## src/rtl/decoder_pkg.sv

```systemverilog
// Shared types and helpers for the scanning one-hot decoder.
// Latency: none (package only).
// Backpressure: none (package only).
`timescale 1ns/1ps
package decoder_pkg;

    // Widest select the decoder supports; onehot() is sized for it.
    localparam int MAX_SEL_W = 6;

    // Controller state encoding, kept as plain constants for legacy tools.
    typedef logic [1:0] state_t;
    localparam state_t ST_IDLE       = 2'd0;
    localparam state_t ST_DECODE     = 2'd1;
    localparam state_t ST_SCAN_HOLD  = 2'd2;
    localparam state_t ST_SCAN_BLANK = 2'd3;

    // Scan direction encoding as seen on the dir input.
    localparam logic DIR_UP   = 1'b0;
    localparam logic DIR_DOWN = 1'b1;

    // One-hot of an index at the widest supported size; callers truncate.
    function automatic logic [(1 << MAX_SEL_W)-1:0] onehot(input logic [MAX_SEL_W-1:0] i);
        onehot    = '0;
        onehot[i] = 1'b1;
    endfunction

endpackage

```

## src/rtl/decoder_scan_nto2n_dwell_timer.sv

```systemverilog
// Loadable dwell down-counter; expire is high while one cycle of dwell remains.
// Latency: load takes effect on the next edge; expire is combinational from the count.
// Backpressure: none; tick is simply ignored once the count reaches zero.
`timescale 1ns/1ps
module dwell_timer #(
    parameter int DWELL_W = 8
) (
    input  logic               clk,
    input  logic               rst_n,
    input  logic               load,
    input  logic               tick,
    input  logic [DWELL_W-1:0] dwell,
    output logic               expire
);

    logic [DWELL_W-1:0] cnt;
    logic [DWELL_W-1:0] load_val;

    // A zero dwell behaves as a one-cycle hold.
    assign load_val = (dwell == '0) ? DWELL_W'(1) : dwell;

    // Reload has priority over counting down.
    always_ff @(posedge clk or negedge rst_n) begin
        if (!rst_n) begin
            cnt <= '0;
        end else if (load) begin
            cnt <= load_val;
        end else if (tick && (cnt != '0)) begin
            cnt <= cnt - DWELL_W'(1);
        end
    end

    assign expire = (cnt == DWELL_W'(1));

endmodule

```

## src/rtl/decoder_scan_nto2n.sv

```systemverilog
// Registered N-to-2^N one-hot decoder with auto-scan sequencer (optional DECODER_SCAN_BLANK_EN gap cycle).
// Latency: 1 cycle from sel/en/mode/load to d_out, idx and wrap.
// Backpressure: none; en=0 blanks outputs on the next edge, load beats dwell expiry.
`timescale 1ns/1ps
module decoder_scan_nto2n
    import decoder_pkg::*;
#(
    parameter int SEL_W   = 3,
    parameter int DWELL_W = 8
) (
    input  logic                    clk,
    input  logic                    rst_n,
    input  logic                    en,
    input  logic                    mode,
    input  logic [SEL_W-1:0]        sel,
    input  logic                    load,
    input  logic                    dir,
    input  logic [DWELL_W-1:0]      dwell,
    output logic [(1 << SEL_W)-1:0] d_out,
    output logic [SEL_W-1:0]        idx,
    output logic                    wrap
);

    localparam int NOUT = 1 << SEL_W;

    state_t           state_q;
    state_t           state_d;
    logic [SEL_W-1:0] idx_d;
    logic [SEL_W-1:0] idx_step;
    logic             wrap_d;
    logic             wrap_step;
    logic             drive_d;
    logic [NOUT-1:0]  d_out_d;
    logic             dir_q;
    logic             tmr_load;
    logic             tmr_tick;
    logic             tmr_expire;

    dwell_timer #(.DWELL_W(DWELL_W)) u_timer (
        .clk    (clk),
        .rst_n  (rst_n),
        .load   (tmr_load),
        .tick   (tmr_tick),
        .dwell  (dwell),
        .expire (tmr_expire)
    );

    // Next scan index uses the direction latched at the last reload; the
    // natural SEL_W-bit overflow gives the modulo-2^N wrap.
    always_comb begin
        idx_step  = (dir_q == DIR_DOWN) ? idx - SEL_W'(1) : idx + SEL_W'(1);
        wrap_step = (dir_q == DIR_UP) ? (&idx) : (idx == '0);
    end

    // Controller: en gates everything, then mode, then load, then dwell expiry.
    always_comb begin
        state_d  = state_q;
        idx_d    = idx;
        wrap_d   = 1'b0;
        drive_d  = 1'b0;
        tmr_load = 1'b0;
        tmr_tick = 1'b0;
        if (!en) begin
            state_d = ST_IDLE;
        end else if (!mode) begin
            state_d = ST_DECODE;
            idx_d   = sel;
            drive_d = 1'b1;
        end else if (load || (state_q == ST_IDLE) || (state_q == ST_DECODE)) begin
            // Scan entry and explicit load both restart at sel with a fresh dwell.
            state_d  = ST_SCAN_HOLD;
            idx_d    = sel;
            drive_d  = 1'b1;
            tmr_load = 1'b1;
        end else begin
            case (state_q)
                ST_SCAN_HOLD: begin
                    drive_d = 1'b1;
                    if (tmr_expire) begin
`ifdef DECODER_SCAN_BLANK_EN
                        // Break before make: one dark cycle before the next index.
                        state_d = ST_SCAN_BLANK;
                        drive_d = 1'b0;
`else
                        idx_d    = idx_step;
                        wrap_d   = wrap_step;
                        tmr_load = 1'b1;
`endif
                    end else begin
                        tmr_tick = 1'b1;
                    end
                end
                ST_SCAN_BLANK: begin
`ifdef DECODER_SCAN_BLANK_EN
                    state_d  = ST_SCAN_HOLD;
                    idx_d    = idx_step;
                    wrap_d   = wrap_step;
                    drive_d  = 1'b1;
                    tmr_load = 1'b1;
`else
                    // Not reachable in this build; fall back to a safe state.
                    state_d = ST_IDLE;
`endif
                end
                default: state_d = ST_IDLE;
            endcase
        end
        d_out_d = drive_d ? NOUT'(onehot(MAX_SEL_W'(idx_d))) : '0;
    end

    // Register outputs so d_out is glitch-free and exactly one-hot or zero.
    always_ff @(posedge clk or negedge rst_n) begin
        if (!rst_n) begin
            state_q <= ST_IDLE;
            idx     <= '0;
            wrap    <= 1'b0;
            d_out   <= '0;
            dir_q   <= DIR_UP;
        end else begin
            state_q <= state_d;
            idx     <= idx_d;
            wrap    <= wrap_d;
            d_out   <= d_out_d;
            if (tmr_load) begin
                dir_q <= dir;
            end
        end
    end

endmodule

```

## config.mk

```make
export PLATFORM = sky130hd
export DESIGN_NAME = decoder_scan_nto2n
export DESIGN_NICKNAME = d
export VERILOG_FILES = /design/src/rtl/decoder_pkg.sv /design/src/rtl/decoder_scan_nto2n_dwell_timer.sv /design/src/rtl/decoder_scan_nto2n.sv
export SDC_FILE = /design/constraint.sdc
export NUM_CORES = 1
export LEC_CHECK = 0
export BUFFER_PORTS_ARGS = -buffer_cell sky130_fd_sc_hd__buf_4
export CORE_UTILIZATION = 35
export CTS_CLUSTER_SIZE = 10
export DETAILED_ROUTE_END_ITERATION = 16
export SLEW_MARGIN = 15
export SYNTH_ARGS = -nofsm -noshare
export SYNTH_HDL_FRONTEND = slang
export SYNTH_SLANG_ARGS = --single-unit
export TNS_END_PERCENT = 50
```

## constraint.sdc

```tcl
create_clock -name clk -period 2 [get_ports clk]
set_input_delay 0.2 -clock clk [delete_from_list [all_inputs] [get_ports clk]]
set_output_delay 0.2 -clock clk [all_outputs]
set_load 0.03 [all_outputs]
```

==> metrics.md, run 1 <==
| Metric | Value |
|---|---|
| Peak VDD IR | around 350 uV |
| Synth Warn # | 0 |
| Clock group share of total power | between 20 and 25% |
| Detailed placement HPWL | between 2000 and 3000 um |
| Core area | between 3000 and 4000 um2 |
| Number of synthesized flops with an enable pin | 0 |
| Switching pwr | ~420 uW |
| Setup violations, final | 4 |
| Post-DRT Antenna Nets | 0 |
| H-tree levels | 1 |
| CTS Buf Count | 3 |
| Die area | between 4000 and 5000 um2 |
| Placer Congestion | roughly 0.77 |
| Top FF cell, synth | dfrtp_1 |
| IO Count | 29 |
| Count leader, synth | dfrtp_1 |
| Multi-input gate area | just under 800 um2 |
| P_int | slightly below 900 uW |
| Detailed Route WL | approximately 3400 um |
| Relative max-transition margin | 74.0% |
| RSZ-0062 raised after global routing | true |
| Area share of the largest cell type after synthesis | a little over two fifths |
| Antenna cells | 0 |
| Hold slack final | between 0.1 and 0.15 ns |
| CP Class | flop to flop |
| Min-delay src | mode |
| Initial DRT Pass Iterations | 4 |
| Worst hold path class | input pin to flop |
| Max-cap violations | 0 |
| Max Clk Rate | roughly 480 MHz |
| Critical-path maximum fanout | 4 |
| Syn Std Cell Area | ~1300 um2 |
| Status | finished, violations left |
| #FFs+latches synth | 23 |
| DR DRC count | 0 |
| Final core utilization | 51.9% |
| Hold Fails Final Rpt | 0 |
| First-pass GRT wire length | approximately 5700 um |
| Chip Height | ~64 um |
| Leak Pwr | around 0.00086 uW |
| Pin count of the biggest net entering global routing | 24 |
| Syn Inst Count | about 140 |
| Area grow syn2layout | 42.3% |
| CTS tree | done |
| Layout cells sized above 1 | between 40% and 50% |
| Worst Path Arrival | roughly 2.3 ns |
| Top post-synthesis cells by count | dfrtp_1 (23), nor3_1 (11), a21oi_1 (7), nand2_1 (7), nor2_1 (7) |
| Clock sink count | 23 |
| Synth cell types | 51 |
| Worst-Skew Late Latency | approximately 0.26 ns |
| Worst r2r src | u_timer.cnt[1]$_DFFE_PN0P_ |
| Crit end category | flop |
| Drt wl/cell | 14.6 um |
| Crit path from | u_timer.cnt[1]$_DFFE_PN0P_ |
| Worst-path clk slew | ~0.090 ns |
| Part of the cycle the worst path needs | 103% |
| Routed via count | approximately 1,300 |
| GRT overflow | 0 |
| FF/Latch Area | ~580 um2 |
| Failing checks | setup timing |
| DRT iter0 DRCs | 31 |
| Startpoint Class | flop |
| Syn Area/Cell | 9.89 um2 |
| Clock root buffer | clkbuf_8 |
| Fill count | 358 |
| Required time of the worst setup path | 2.19 ns |
| Comb pwr share | 34.4% |
| Switching part of the total power | 32.8% |
| Number of global-route vias before repair | around 1,200 |
| Row count | 22 |
| Pwr dens | around 680 nW/um2 |
| Reg power frac | between 40% and 50% |
| IO Port Bufs | 28 |
| Initial antenna violation count | 0 |
| Initial Util | between 30% and 40% |
| Gr usage total | 18.0% |
| Final Slew Violations | 0 |
| Routed vias/inst | between 5 and 6 |
| Syn nets | approximately 160 |
| Async SR Flop Fraction | 100% |
| Final min period | between 2 and 2.5 ns |
| Synth area leaders | dfrtp_1 (43%), nor3_1 (4.1%), a221o_1 (3.7%), ha_1 (2.8%), a21oi_1 (2.6%) |
| Nets | between 200 and 250 |
| Worst-Margin Slew | a little under 0.4 ns |
| Longest Clk Path Bufs | 2 |
| Die width | 63.8 um |
| Final worst slack | -0.0622 ns |
| Worst Skew | 0.00204 ns |
| Overall power | about 1300 uW |
| Largest area contributor in the netlist | dfrtp_1 |
| Seq/Total Area, Yosys | around 43% |
## worst max-delay path: stages, from the launching register on
cell and delay (ns):
dfrtp_1 0.41, inv_2 0.08, ha_4 0.12, or4b_4 0.45
or4_4 0.51, a31o_4 0.26, nor3_2 0.15
## cell usage in the layout, fill, tap and decap left out, types with 4 or more instances in the layout
master	synthesis	routed
a21oi_1	7	7
a221o_1	5	5
buf_4	0	53
dfrtp_1	23	21
inv_1	6	4
nand2_1	7	7
nor2_1	7	7
nor3_1	11	6
nor3_2	0	5
or2_2	4	4
## logic make-up after synthesis
| family | Yosys count | share of synthesized area (%) |
|---|---|---|
| AND/OR/NAND/NOR | 56 | 25.3 |
| AO/OA/AOI/OAI | 38 | 21.3 |
| flip-flops | 23 | 43.1 |
| buffers and inverters | 12 | 4.50 |
| adder cells (fa/ha/maj) | 4 | 4.31 |
| XOR/XNOR | 1 | 0.656 |
| multiplexers | 1 | 0.843 |
## routing by layer
layer	global-route usage (%)	vias up	wire length [um]
li1	-	619	-
met1	23.3	606	1480
met2	30.5	38	1750
met3	2.32	6	140
met4	6.53	0	56
met5	0	-	0
## path summary, 6_finish.rpt
check                      slack (ns)  depth (start not counted)                          to
max in group asynchronous        1.40                          2            idx[1]$_DFF_PN0_
min in group asynchronous        0.35                          2  u_timer.cnt[7]$_DFFE_PN0P_
min reg2reg                      0.59                          2      state_q[1]$_DFFE_PN0P_
max                             -0.06                          6          d_out[7]$_DFF_PN0_
max reg2reg                     -0.06                          6          d_out[7]$_DFF_PN0_
min                              0.14                          2      state_q[0]$_DFFE_PN0P_
## state kept, by name (all words and copies together) (netlist names)
signal,flops
d_out,8
u_timer.cnt,8
idx,3
state_q,2
dir_q,1
wrap,1
## final cells by class
class / instances / area share, %
inverters: 6 / 1.19
well taps: 48 / 3.16
repair buffers: 54 / 21.5
clock inverters: 1 / 0.264
multi-input cells: 100 / 41.3
clock buffers: 3 / 2.17
flip-flops and latches: 23 / 30.4
## what timing repair did
action / CTS / global route
buffers inserted: 1 / 2
pin swaps: 1 / 5
hold buffers: 1 / 0
gates resized for setup: 4 / 11
setup endpoints to repair: 9 / 14
hold endpoints to repair: 23 / 0
## metrics by stage
| stage | area [um2] | TNS, ns | setup slack (ns) | instances |
|---|---|---|---|---|
| after detailed placement | 1750 | -0.468 | -0.0705 | 227 |
| after CTS | 1840 | -0.138 | -0.0454 | 233 |
| after floorplan | 1350 | -0.118 | -0.0530 | 135 |
| final | 1900 | -0.109 | -0.0622 | 235 |
| after global placement | 1750 | -0.101 | -0.0190 | 227 |
| after global routing | 1900 | -0.572 | -0.115 | 235 |
## power by group through the flow
| stage | Clock [uW] | Sequential (uW) | Combinational, uW |
|---|---|---|---|
| 4_1_cts | 300 | 549 | 419 |
| 6_report | 297 | 550 | 444 |
| 5_1_grt | 317 | 557 | 488 |
| 3_5_place_dp | 0 | 559 | 404 |
| 3_3_place_gp | 0 | 555 | 393 |
| 2_1_floorplan | 0 | 590 | 193 |
No activity file was read; power rests on OpenSTA's default activity.
==> run 2, diff against run 1 <==
SYNTH_HIERARCHICAL = 1   (was default)
==> metrics.md, run 2 <==
| Metric | Value |
|---|---|
| Status | finished, violations left |
| Failing checks | setup timing |
| Peak VDD IR | approximately 230 uV |
| Switching pwr | about 400 uW |
| Synth Warn # | 6 |
| Routed vias/inst | roughly 5.1 |
| Final Slew Violations | 0 |
| Chip Height | about 63 um |
| Initial antenna violation count | 0 |
| Clock sink count | 23 |
| Nets | between 200 and 250 |
| Final min period | around 2.3 ns |
| Worst-path clk slew | 0.09 ns |
| H-tree levels | 1 |
| Syn Area/Cell | roughly 10 um2 |
| First-pass GRT wire length | 5490 um |
| Row count | 21 |
| Drt wl/cell | approximately 14 um |
| P_int | 855 uW |
| Synth cell types | 46 |
| CP Class | flop to flop |
| GRT overflow | 0 |
| Area grow syn2layout | 49.5% |
| Crit end category | flop |
| Worst-Skew Late Latency | 0.27 ns |
| Pwr dens | between 600 and 700 nW/um2 |
| Commonest non-fill, non-tap cell in the layout | buf_4 |
| Required time of the worst setup path | roughly 2.2 ns |
| Clock group share of total power | 23.4% |
| Most frequent cells in the layout | buf_4 (51), dfrtp_1 (23), nand2_1 (11) |
| Part of the cycle the worst path needs | 114% |
| Syn Std Cell Area | 1300 um2 |
| Worst Skew | approximately 0.0042 ns |
| Clock root buffer | clkbuf_8 |
| Startpoint Class | flop |
| Fill count | roughly 320 |
| Setup violations, final | 21 |
| Count leader, synth | dfrtp_1 |
| Post-DRT Antenna Nets | 0 |
| Synth area leaders | dfrtp_1 (44%), a21oi_1 (4.2%), xnor2_1 (4.0%), nand2_1 (3.8%), nor3_1 (3.5%) |
| Detailed placement HPWL | approximately 2500 um |
| Multi-input gate area | 807 um2 |
| Final non-filler cell area | between 1500 and 2000 um2 |
| Seq/Total Area, Yosys | roughly 44% |
| Final worst slack | -0.284 ns |
| Pin count of the biggest net entering global routing | 24 |
| IO Port Bufs | 28 |
| CTS Buf Count | 3 |
| IO Count | 29 |
| Top post-synthesis cells by count | dfrtp_1 (23), nand2_1 (13), a21oi_1 (11) |
| Leak Pwr | roughly 0.00083 uW |
| DR DRC count | 0 |
| Area share of the largest cell type after synthesis | 44.3% |
| Critical-path maximum fanout | 5 |
| Largest area contributor in the netlist | dfrtp_1 |
| Top FF cell, synth | dfrtp_1 |
| Core area | between 3000 and 4000 um2 |
| Detailed Route WL | around 3200 um |
| Worst-Margin Slew | a little under 0.5 ns |
| Antenna cells | 0 |
| Reg power frac | 43.5% |
| Final TNS setup | -3.72 ns |
| Worst hold path class | input pin to flop |
| Placed Instances | about 220 |
| Biggest regs | d_out x8, u_timer/cnt x8, idx x3 |
| Area post-placement | ~1800 um2 |
| Final core utilization | 56.5% |
| Async SR Flop Fraction | 100% |
| Number of global-route vias before repair | 1,211 |
| Non-Filler Instances | between 200 and 250 |
| Initial Util | 37.8% |
| RSZ-0062 raised after global routing | true |
| Worst Path Arrival | around 2.5 ns |
| Number of synthesized flops with an enable pin | 0 |
| Layout cells sized above 1 | between 50 and 60% |
| DRT iter0 DRCs | 26 |
| Die width | between 60 and 70 um |
| Die area | a little under 4000 um2 |
| Routed via count | ~1,200 |
| Initial DRT Pass Iterations | 4 |
| Relative max-transition margin | ~67% |
| Max Clk Rate | about 440 MHz |
| Longest Clk Path Bufs | 2 |
| FF/Latch Area | between 500 and 600 um2 |
| Max-cap violations | 0 |
| Syn Inst Count | 130 |
| Gr usage total | ~18% |
| #FFs+latches synth | 23 |
| CTS tree | done |
| Syn nets | 151 |
| Switching part of the total power | approximately a third |
| Comb pwr share | about a third |
| Placer Congestion | approximately 0.85 |
| Hold Fails Final Rpt | 0 |
-- run 2: changes by cell type after synthesis, sizes merged, moves of 3 or more --
cell   delta
nand3     -3
o21ai     +6
a21oi     +4
nand2     +6
a221o     -5
or2       -4
xnor2     +6
-- run 2: what timing repair did --
item | 4_1_cts | 5_1_grt
resized for setup | 15 | 14
setup endpoints to repair | 21 | 21
buffers inserted | 1 | 2
pin swaps | 4 | 7
hold buffers | 1 | 0
hold endpoints to repair | 23 | 0
-- run 2: power groups by stage --
stage                     combinational [uW]  sequential, uW  clock (uW)
after floorplan                          170             587           0
after global placement                   366             553           0
after detailed placement                 375             555           0
after CTS                                391             547         304
after global routing                     450             553         337
final                                    416             547         295
-- run 2: final cells by class --
type / instances / share of cell area, %
Inverter: 5 / 1.09
Clock inverter: 1 / 0.258
Tap cell: 46 / 2.96
Multi-Input combinational cell: 99 / 41.5
Timing Repair Buffer: 55 / 22.4
Clock buffer: 3 / 2.12
Sequential cell: 23 / 29.6
-- run 2: metal layers --
metal  up-vias  GRT usage (%)  wire length [um]
met5         -              0                 0
met4         0           7.85                30
met3         3           2.01                72
met2        18           31.2              1680
met1       572           22.3              1430
li1        586              -                 -
-- run 2: path summary, 6_finish.rpt --
path | to | slack, ns | startpoint | cells past startpoint
max | d_out[6]$_DFF_PN0_ | -0.28 | u_timer/cnt[3]$_DFFE_PN0P_ | 8
min | u_timer/cnt[6]$_DFFE_PN0P_ | 0.14 | dwell[6] | 3
max reg2reg | d_out[6]$_DFF_PN0_ | -0.28 | u_timer/cnt[3]$_DFFE_PN0P_ | 8
min reg2reg | state_q[1]$_DFFE_PN0P_ | 0.61 | state_q[0]$_DFFE_PN0P_ | 2
max in group asynchronous | d_out[4]$_DFF_PN0_ | 1.41 | rst_n | 2
min in group asynchronous | u_timer/cnt[5]$_DFFE_PN0P_ | 0.36 | rst_n | 2
-- run 2: cell families (layout without fill, tap and decap cells) --
logic type | after synthesis | count (layout) | synth area share [%]
AO/OA/AOI/OAI | 32 | 32 | 15.5
XOR/XNOR | 6 | 6 | 4.04
adder cells (fa/ha/maj) | 4 | 4 | 4.43
buffers and inverters | 8 | 64 | 3.18
flip-flops | 23 | 23 | 44.3
multiplexers | 2 | 2 | 1.64
AND/OR/NAND/NOR | 55 | 55 | 27.0
-- run 2: critical path, cell delays in order (launching register included) --
cell and delay (ns):
dfrtp_1 0.39, or4_4 0.57, nor4b_4 0.25, buf_4 0.16, buf_6 0.09, and3b_2 0.21
nand2b_1 0.07, o211a_4 0.26, nor3_1 0.20
-- run 2: through the flow --
step / setup slack (ns) / hold slack (ns) / power (uW)
6_report: -0.284 / 0.144 / 1260
5_1_grt: -0.368 / 0.139 / 1340
4_1_cts: -0.247 / 0.140 / 1240
3_5_place_dp: -0.253 / 0.116 / 930
3_3_place_gp: -0.226 / 0.112 / 919
2_1_floorplan: -0.221 / -0.0956 / 758
